[config.mk]
export PLATFORM = sky130hd
export DESIGN_NAME = trip_arm_ctl_flat
export DESIGN_NICKNAME = d
export VERILOG_FILES = /design/src/rtl/trip_pkg.sv /design/src/rtl/trip_arm_ctl_if.sv /design/src/rtl/trip_gate_gen.sv /design/src/rtl/trip_arm_ctl.sv /design/src/flat_wrapper.sv
export SDC_FILE = /design/constraint.sdc
export NUM_CORES = 1
export LEC_CHECK = 0
export CAP_MARGIN = 10
export CORE_MARGIN = 5
export CORE_UTILIZATION = 35
export DETAILED_ROUTE_END_ITERATION = 10
export GPL_TIMING_DRIVEN = 0
export PLACE_DENSITY_LB_ADDON = 0.3
export REMOVE_ABC_BUFFERS = 1
export SLEW_MARGIN = 20
export SYNTH_ARGS = -nofsm -noshare
export SYNTH_HDL_FRONTEND = slang
export SYNTH_SLANG_ARGS = --single-unit
[constraint.sdc]
create_clock -name clk -period 3.7 [get_ports clk]
set_clock_uncertainty 0.2 [all_clocks]
set_input_delay 0.925 -clock clk [delete_from_list [all_inputs] [get_ports clk]]
set_output_delay 0.925 -clock clk [all_outputs]
set_load 0.02 [all_outputs]
[src/rtl/trip_pkg.sv]
// Shared definitions for the RF trip detector and its sequencing controller.
// Holds the controller state encoding, the default peak width and a helper.
// Contents: state_t (IDLE..LOCKOUT, 3 bits), DW_DEFAULT, sat_inc8().
package trip_pkg;

    typedef enum logic [2:0] {
        ST_IDLE    = 3'd0,
        ST_SETTLE  = 3'd1,
        ST_ARMED   = 3'd2,
        ST_HOLDOFF = 3'd3,
        ST_LOCKOUT = 3'd4
    } state_t;

    localparam int DW_DEFAULT = 12;

    // 8-bit increment that sticks at 255.
    function automatic logic [7:0] sat_inc8(input logic [7:0] v);
        return (v == 8'hFF) ? v : v + 8'd1;
    endfunction

endpackage

[src/rtl/trip_arm_ctl_if.sv]
// Operator, detector and status signals of the trip sequencing controller.
// master: the controller (samples requests/detector, drives gate/lines/status).
// slave: the environment (drives requests/detector, observes the rest).
interface trip_arm_ctl_if
    import trip_pkg::*;
#(
    parameter int DW = DW_DEFAULT
) ();
    logic          arm;
    logic          disarm;
    logic          auto_rearm;
    logic          tripped;
    logic [DW-1:0] peak_val;
    logic          gate;
    logic          trip_reset;
    logic          trip_clear;
    logic          rf_permit;
    logic [2:0]    state;
    logic [7:0]    trip_count;
    logic [DW-1:0] trip_peak;
    logic [DW-1:0] run_peak;
    logic          lockout;

    modport master (
        input  arm, disarm, auto_rearm, tripped, peak_val,
        output gate, trip_reset, trip_clear, rf_permit, state,
               trip_count, trip_peak, run_peak, lockout
    );

    modport slave (
        output arm, disarm, auto_rearm, tripped, peak_val,
        input  gate, trip_reset, trip_clear, rf_permit, state,
               trip_count, trip_peak, run_peak, lockout
    );
endinterface

[src/rtl/trip_gate_gen.sv]
// Detector window strobe: modulo-PERIOD counter, gate high when count is 0.
// Latency: registered; the strobe follows run by one clock (first strobe on the first running cycle).
// No backpressure; run low holds the count at 0 and the strobe low.
// Ports: clk, reset_n, run (controller will be out of IDLE next cycle), gate (strobe).
module trip_gate_gen #(
    parameter int PERIOD = 7
) (
    input  logic clk,
    input  logic reset_n,
    input  logic run,
    output logic gate
);
    localparam int CW = (PERIOD > 1) ? $clog2(PERIOD) : 1;
    localparam logic [CW-1:0] LAST = CW'(PERIOD - 1);

    logic [CW-1:0] cnt_q;
    logic [CW-1:0] cnt_d;
    logic          run_q;

    // The count restarts at 0 on the first running cycle, so every window
    // sequence begins with a strobe.
    always_comb begin
        cnt_d = '0;
        if (run && run_q) begin
            cnt_d = (cnt_q == LAST) ? '0 : cnt_q + CW'(1);
        end
    end

    always_ff @(posedge clk or negedge reset_n) begin
        if (!reset_n) begin
            cnt_q <= '0;
            run_q <= 1'b0;
            gate  <= 1'b0;
        end else begin
            cnt_q <= cnt_d;
            run_q <= run;
            gate  <= run && (cnt_d == '0);
        end
    end
endmodule

[src/rtl/trip_arm_ctl.sv]
// Trip detector sequencer: gate, settle/arm, trip capture, holdoff, retry, lockout.
// Latency: all outputs registered; a request or trip sampled on one edge shows on the next.
// No backpressure; disarm overrides arm and any pending transition.
// Ports: clk, reset_n, bus (master modport: arm/disarm/auto_rearm/tripped/peak_val in;
//        gate/trip_reset/trip_clear/rf_permit/state/trip_count/trip_peak/run_peak/lockout out).
module trip_arm_ctl
    import trip_pkg::*;
#(
    parameter int DW          = DW_DEFAULT,
    parameter int GATE_PERIOD = 7,
    parameter int SETTLE_CYC  = 16,
    parameter int HOLDOFF_CYC = 32,
    parameter int MAX_RETRY   = 3,
    parameter int PEAK_GATES  = 8
) (
    input logic            clk,
    input logic            reset_n,
    trip_arm_ctl_if.master bus
);
    localparam int TMAX = (SETTLE_CYC > HOLDOFF_CYC) ? SETTLE_CYC : HOLDOFF_CYC;
    localparam int TW   = $clog2(TMAX + 1);
    localparam int PW   = (PEAK_GATES > 1) ? $clog2(PEAK_GATES) : 1;
    localparam logic [PW-1:0] PK_LAST   = PW'(PEAK_GATES - 1);
    localparam logic [7:0]    RETRY_LIM = 8'(MAX_RETRY);

    state_t        state_q, state_d;
    logic [TW-1:0] timer_q;
    logic [PW-1:0] pk_cnt_q;
    logic [7:0]    trip_count_q;
    logic [DW-1:0] trip_peak_q, run_peak_q;
    logic          trip_reset_q, trip_clear_q, rf_permit_q, lockout_q;
    logic          trip_reset_d, trip_clear_d, rf_permit_d, lockout_d;
    logic          gate_q;
    logic          count_clr, trip_hit, clear_fire;

    trip_gate_gen #(.PERIOD(GATE_PERIOD)) u_gate (
        .clk     (clk),
        .reset_n (reset_n),
        .run     (state_d != ST_IDLE),
        .gate    (gate_q)
    );

    always_comb begin
        state_d   = state_q;
        count_clr = 1'b0;
        trip_hit  = 1'b0;
        case (state_q)
            ST_IDLE: begin
                if (bus.arm) begin
                    state_d   = ST_SETTLE;
                    count_clr = 1'b1;
                end
            end
            ST_SETTLE: begin
                if (timer_q == '0) state_d = ST_ARMED;
            end
            ST_ARMED: begin
                if (bus.tripped) begin
                    state_d  = ST_HOLDOFF;
                    trip_hit = 1'b1;
                end
            end
            ST_HOLDOFF: begin
                if (timer_q == '0) begin
                    // trip_count already includes the trip that caused this holdoff.
                    state_d = (bus.auto_rearm && trip_count_q <= RETRY_LIM) ? ST_SETTLE
                                                                             : ST_LOCKOUT;
                end
            end
            ST_LOCKOUT: begin
                if (bus.arm) begin
                    state_d   = ST_SETTLE;
                    count_clr = 1'b1;
                end
            end
            default: state_d = ST_IDLE;
        endcase
        if (bus.disarm) begin
            state_d   = ST_IDLE;
            count_clr = 1'b0;
            trip_hit  = 1'b0;
        end

        // Periodic clear after the PEAK_GATES-th strobe; dropped when this cycle
        // trips or leaves ARMED so the detector peak survives for trip capture.
        clear_fire = (state_q == ST_ARMED) && (state_d == ST_ARMED) &&
                     gate_q && (pk_cnt_q == PK_LAST);

        trip_reset_d = 1'b0;
        trip_clear_d = 1'b0;
        rf_permit_d  = 1'b0;
        lockout_d    = 1'b0;
        case (state_d)
            ST_IDLE, ST_SETTLE: begin
                trip_reset_d = 1'b1;
                trip_clear_d = 1'b1;
            end
            ST_ARMED: begin
                rf_permit_d  = 1'b1;
                trip_clear_d = clear_fire;
            end
            ST_LOCKOUT: begin
                lockout_d    = 1'b1;
                trip_reset_d = 1'b1;
            end
            default: ;
        endcase
    end

    always_ff @(posedge clk or negedge reset_n) begin
        if (!reset_n) begin
            state_q      <= ST_IDLE;
            timer_q      <= '0;
            pk_cnt_q     <= '0;
            trip_count_q <= '0;
            trip_peak_q  <= '0;
            run_peak_q   <= '0;
            trip_reset_q <= 1'b1;
            trip_clear_q <= 1'b1;
            rf_permit_q  <= 1'b0;
            lockout_q    <= 1'b0;
        end else begin
            state_q      <= state_d;
            trip_reset_q <= trip_reset_d;
            trip_clear_q <= trip_clear_d;
            rf_permit_q  <= rf_permit_d;
            lockout_q    <= lockout_d;

            // One down-counter serves both SETTLE and HOLDOFF; it is loaded so
            // that the zero cycle is the last cycle spent in the state.
            if (state_d == ST_SETTLE && state_q != ST_SETTLE) begin
                timer_q <= TW'(SETTLE_CYC - 1);
            end else if (state_d == ST_HOLDOFF && state_q != ST_HOLDOFF) begin
                timer_q <= TW'(HOLDOFF_CYC - 1);
            end else if (timer_q != '0) begin
                timer_q <= timer_q - TW'(1);
            end

            // Strobes seen since entering ARMED, modulo PEAK_GATES.
            if (state_q != ST_ARMED) begin
                pk_cnt_q <= '0;
            end else if (gate_q) begin
                pk_cnt_q <= (pk_cnt_q == PK_LAST) ? '0 : pk_cnt_q + PW'(1);
            end

            if (count_clr) begin
                trip_count_q <= '0;
            end else if (trip_hit) begin
                trip_count_q <= sat_inc8(trip_count_q);
            end

            if (trip_hit)   trip_peak_q <= bus.peak_val;
            // Loaded on the edge that raises trip_clear: the detector has not
            // yet seen the clear, so this is the pre-clear peak.
            if (clear_fire) run_peak_q  <= bus.peak_val;
        end
    end

    assign bus.gate       = gate_q;
    assign bus.trip_reset = trip_reset_q;
    assign bus.trip_clear = trip_clear_q;
    assign bus.rf_permit  = rf_permit_q;
    assign bus.state      = state_q;
    assign bus.trip_count = trip_count_q;
    assign bus.trip_peak  = trip_peak_q;
    assign bus.run_peak   = run_peak_q;
    assign bus.lockout    = lockout_q;
endmodule

[src/flat_wrapper.sv]
// flat-port wrapper written by rule: the top's interface ports become plain ports
module trip_arm_ctl_flat import trip_pkg::*;
#(
    parameter int DW          = DW_DEFAULT,
    parameter int GATE_PERIOD = 7,
    parameter int SETTLE_CYC  = 16,
    parameter int HOLDOFF_CYC = 32,
    parameter int MAX_RETRY   = 3,
    parameter int PEAK_GATES  = 8
)
  (clk, reset_n, bus_arm, bus_disarm, bus_auto_rearm, bus_tripped, bus_peak_val, bus_gate, bus_trip_reset, bus_trip_clear, bus_rf_permit, bus_state, bus_trip_count, bus_trip_peak, bus_run_peak, bus_lockout);
  trip_arm_ctl_if #(.DW(DW)) bus_i ();
  input logic clk;
  input logic reset_n;
  input wire logic [$bits(bus_i.arm)-1:0] bus_arm;
  input wire logic [$bits(bus_i.disarm)-1:0] bus_disarm;
  input wire logic [$bits(bus_i.auto_rearm)-1:0] bus_auto_rearm;
  input wire logic [$bits(bus_i.tripped)-1:0] bus_tripped;
  input wire logic [$bits(bus_i.peak_val)-1:0] bus_peak_val;
  output wire logic [$bits(bus_i.gate)-1:0] bus_gate;
  output wire logic [$bits(bus_i.trip_reset)-1:0] bus_trip_reset;
  output wire logic [$bits(bus_i.trip_clear)-1:0] bus_trip_clear;
  output wire logic [$bits(bus_i.rf_permit)-1:0] bus_rf_permit;
  output wire logic [$bits(bus_i.state)-1:0] bus_state;
  output wire logic [$bits(bus_i.trip_count)-1:0] bus_trip_count;
  output wire logic [$bits(bus_i.trip_peak)-1:0] bus_trip_peak;
  output wire logic [$bits(bus_i.run_peak)-1:0] bus_run_peak;
  output wire logic [$bits(bus_i.lockout)-1:0] bus_lockout;
  assign bus_i.arm = bus_arm;
  assign bus_i.disarm = bus_disarm;
  assign bus_i.auto_rearm = bus_auto_rearm;
  assign bus_i.tripped = bus_tripped;
  assign bus_i.peak_val = bus_peak_val;
  assign bus_gate = bus_i.gate;
  assign bus_trip_reset = bus_i.trip_reset;
  assign bus_trip_clear = bus_i.trip_clear;
  assign bus_rf_permit = bus_i.rf_permit;
  assign bus_state = bus_i.state;
  assign bus_trip_count = bus_i.trip_count;
  assign bus_trip_peak = bus_i.trip_peak;
  assign bus_run_peak = bus_i.run_peak;
  assign bus_lockout = bus_i.lockout;
  trip_arm_ctl #(.DW(DW), .GATE_PERIOD(GATE_PERIOD), .SETTLE_CYC(SETTLE_CYC), .HOLDOFF_CYC(HOLDOFF_CYC), .MAX_RETRY(MAX_RETRY), .PEAK_GATES(PEAK_GATES)) u_core (.clk(clk), .reset_n(reset_n), .bus(bus_i));
endmodule
==> metrics.md <==
| Metric | Value |
|---|---|
| Most frequent cells in the layout | `sky130_fd_sc_hd__clkdlybuf4s50_1, sky130_fd_sc_hd__dfrtp_1, sky130_fd_sc_hd__nor2_1, sky130_fd_sc_hd__mux2_2, sky130_fd_sc_hd__inv_1` |
| Slew HR | `40.3%` |
| Seq/Total Area, Yosys | `55.4%` |
| Setup repair after global routing missed its margin | `false` |
| Wire length of the first global-routing pass | `8.57 mm` |
| Critical setup path kind | `in -> reg` |
| Global-route usage over all layers | `12.5%` |
| Detailed-routing iteration count for the pre-antenna-repair pass | `4` |
| Post-synth EDFFs | `0` |
| Cell chosen for the clock root | `sky130_fd_sc_hd__clkbuf_8` |
| Primary flip-flop cell chosen by synthesis mapping | `sky130_fd_sc_hd__dfrtp_1` |
| Width of the die | `92.8 µm` |
| Combinational fraction of design power | `15.6%` |
| Post-synthesis instance total | `201` |
| Min-Delay Path Depth | `1` |
| Placer congestion estimate | `0.784` |
| Achievable clock frequency | `0.290 GHz` |
| Crit share post-route | `93.1%` |
| Static leakage | `0.00143 µW` |
| Routed wire per std cell | `14.8 µm` |
| Proportion of layout cells with a drive suffix above 1 | `14.6%` |
| Via count normalized by instance count | `5.03` |
| Share of synthesized registers carrying an async set or reset | `100%` |
| Maximum number of pins on one net before global-route repair | `54` |
| Register-to-Register Path Depth | `7` |
| Die area | `0.00861 mm²` |
| PortBufs | `57` |
| H-tree depth | `2` |
| # hold bufs at CTS | `0` |
| TritonCTS Buffers | `5` |
| Max IR drop VDD | `0.146 mV` |
| Core area | `0.00672 mm²` |
| Sort of element at the start of the critical path | `input pin` |
| Number of antenna repair diodes | `0` |
| Initial core utilization | `35.7%` |
| Vias in the first global route | `1740` |
| Setup violations, final | `0` |
| Post-detail-place hpwl | `3.58 mm` |
| Site Rows | `30` |
| Clock network fraction of total power | `31.7%` |
| Routed via count | `1715` |
| Largest driver fanout on the critical path | `13` |
| Sink count of the clock tree | `53` |
| Internal power | `921 µW` |
| Commonest non-fill, non-tap cell in the layout | `sky130_fd_sc_hd__clkdlybuf4s50_1` |
| Pwr dens | `391 mW/mm²` |
| Yosys cell types | `40` |
| Layout net count | `282` |
| ANT nets after route | `0` |
| Clock transition at path regs | `90 ps` |
| Min cycle time layout | `3450 ps` |
| Min-delay worst type | `reg -> reg` |
| Wire length after detailed routing | `5.06 mm` |
| Avg Cell Area, Syn | `11.9 µm²` |
| Clock tree from TritonCTS | `built` |
| Count of fill cells added during filler insertion | `635` |
| Data arrival at the endpoint of the critical path | `3440 ps` |
| Detailed router's first-iteration violation count | `37` |
| Seq pwr share | `52.7%` |
| Die height | `92.8 µm` |
| Setup bufs post-CTS | `0` |
| Max-capacitance violation count | `0` |
| Number of pins with negative max-slew slack in the final report | `0` |
| Remaining global-route overflow | `0` |
| Final-layout setup total negative slack | `0 ps` |
| Largest buffer count on any clock path | `2` |
| Status | `finished, final reports clean` |
| Post-cts sizing count | `0` |
| Slew of the pin with the lowest slew margin | `889 ps` |
| Switching part of the total | `25.3%` |
| Syn. warnings | `0` |
| Antenna violations before repair | `0` |
| Cell area after synthesis | `0.00240 mm²` |
| Power dissipated by switching net loads | `311 µW` |
| Post-synthesis register bit count | `53` |
| Type of destination of the critical path | `flop` |
| Core occupancy in the finished layout | `46.9%` |
| Source-to-sink clock delay at the later pin of the worst-skew pair | `300 ps` |
| Syn-to-layout area delta | `31.2%` |
| Final count of hold timing violations | `0` |
| Top Ports | `58` |
| Required time of the critical path | `3700 ps` |
| Total DRC errors in the routed layout | `0` |
==> state kept, by name (all words and copies together) (netlist names), 3 cells and up <==
name,count
u_core.bus.run_peak,12
u_core.timer_q,6
u_core.bus.trip_count,8
u_core.u_gate.cnt_q,3
u_core.pk_cnt_q,3
u_core.bus.state,3
u_core.bus.trip_peak,12
==> cell usage after synthesis (3+ instances only) <==
cell / number / area, µm²
sky130_fd_sc_hd__o2111ai_1: 3 / 26.3
sky130_fd_sc_hd__mux2_2: 15 / 169
sky130_fd_sc_hd__nand2b_1: 9 / 56.3
sky130_fd_sc_hd__xnor2_1: 7 / 61.3
sky130_fd_sc_hd__o21ai_0: 5 / 25.0
sky130_fd_sc_hd__ha_1: 4 / 50.1
sky130_fd_sc_hd__dfrtp_1: 51 / 1280
sky130_fd_sc_hd__nor3b_1: 4 / 30.0
sky130_fd_sc_hd__nand2_1: 6 / 22.5
sky130_fd_sc_hd__clkbuf_1: 3 / 11.3
sky130_fd_sc_hd__nand3b_1: 5 / 37.5
sky130_fd_sc_hd__mux2_4: 9 / 135
sky130_fd_sc_hd__and3b_1: 3 / 26.3
sky130_fd_sc_hd__nor2_1: 15 / 56.3
sky130_fd_sc_hd__a21oi_1: 6 / 30.0
sky130_fd_sc_hd__nand3_1: 6 / 30.0
sky130_fd_sc_hd__nor3_1: 8 / 40.0
sky130_fd_sc_hd__inv_1: 10 / 37.5
==> cell families after synthesis <==
| logic type | synth area share [%] |
|---|---|
| AND/OR/NAND/NOR | 16.7 |
| flip-flops | 55.4 |
| multiplexers | 13.5 |
| AO/OA/AOI/OAI | 7.04 |
| buffers and inverters | 2.71 |
| XOR/XNOR | 2.55 |
| adder cells (fa/ha/maj) | 2.09 |
==> routing by layer <==
layer  wire [µm]  up-vias  track usage, %
li1            -      829               -
met1        2240      859            16.3
met2        2620       19            20.8
met3         110        8            1.95
met4          91        0            4.76
met5           0        -               0
==> power groups by stage <==
stage	Clock (µW)	Combinational, µW	Sequential, µW
finish	390	192	650
global route	426	215	657
CTS	404	196	650
detailed placement	0	195	661
global placement	0	192	660
floorplan	0	102	671
==> metrics by stage <==
stage	cells	setup WS (ps)	area, µm²	power (µW)	hold WS [ps]
final	341	254	3150	1230	290
after global routing	341	181	3150	1300	321
after CTS	341	258	3150	1250	299
after detailed placement	333	-64.9	3040	856	280
after global placement	333	-196	3040	852	273
after floorplan	196	598	2370	773	229
==> worst paths after layout <==
path,startpoint,end,slack [ps]
setup / recovery,bus_auto_rearm,u_core.bus.run_peak[9],250
hold / removal,u_core.u_gate.run_q,u_core.u_gate.gate,290
setup reg to reg,u_core.timer_q[0],u_core.bus.run_peak[9],480
hold reg to reg,u_core.u_gate.run_q,u_core.u_gate.gate,290
max in group asynchronous,reset_n,u_core.bus.run_peak[2],2410
min in group asynchronous,reset_n,u_core.bus.trip_count[0],440
==> layout make-up <==
type / instances / area, µm² / area share, %
inverters: 10 / 37.5 / 1.19
clock inverters: 2 / 35.0 / 1.11
multi-input cells: 133 / 1010 / 32.0
clock buffers: 6 / 72.6 / 2.31
well taps: 80 / 100 / 3.18
flip-flops and latches: 53 / 1330 / 42.2
repair buffers: 57 / 568 / 18.0
==> worst max-delay path: stages <==
cell                              delay, ps
sky130_fd_sc_hd__clkdlybuf4s50_1        400
sky130_fd_sc_hd__or4b_1                 170
sky130_fd_sc_hd__and3b_1                180
sky130_fd_sc_hd__or3_1                  370
sky130_fd_sc_hd__or4_1                  940
sky130_fd_sc_hd__mux2_4                 440
Note: power is estimated with default switching activity, not from simulation.
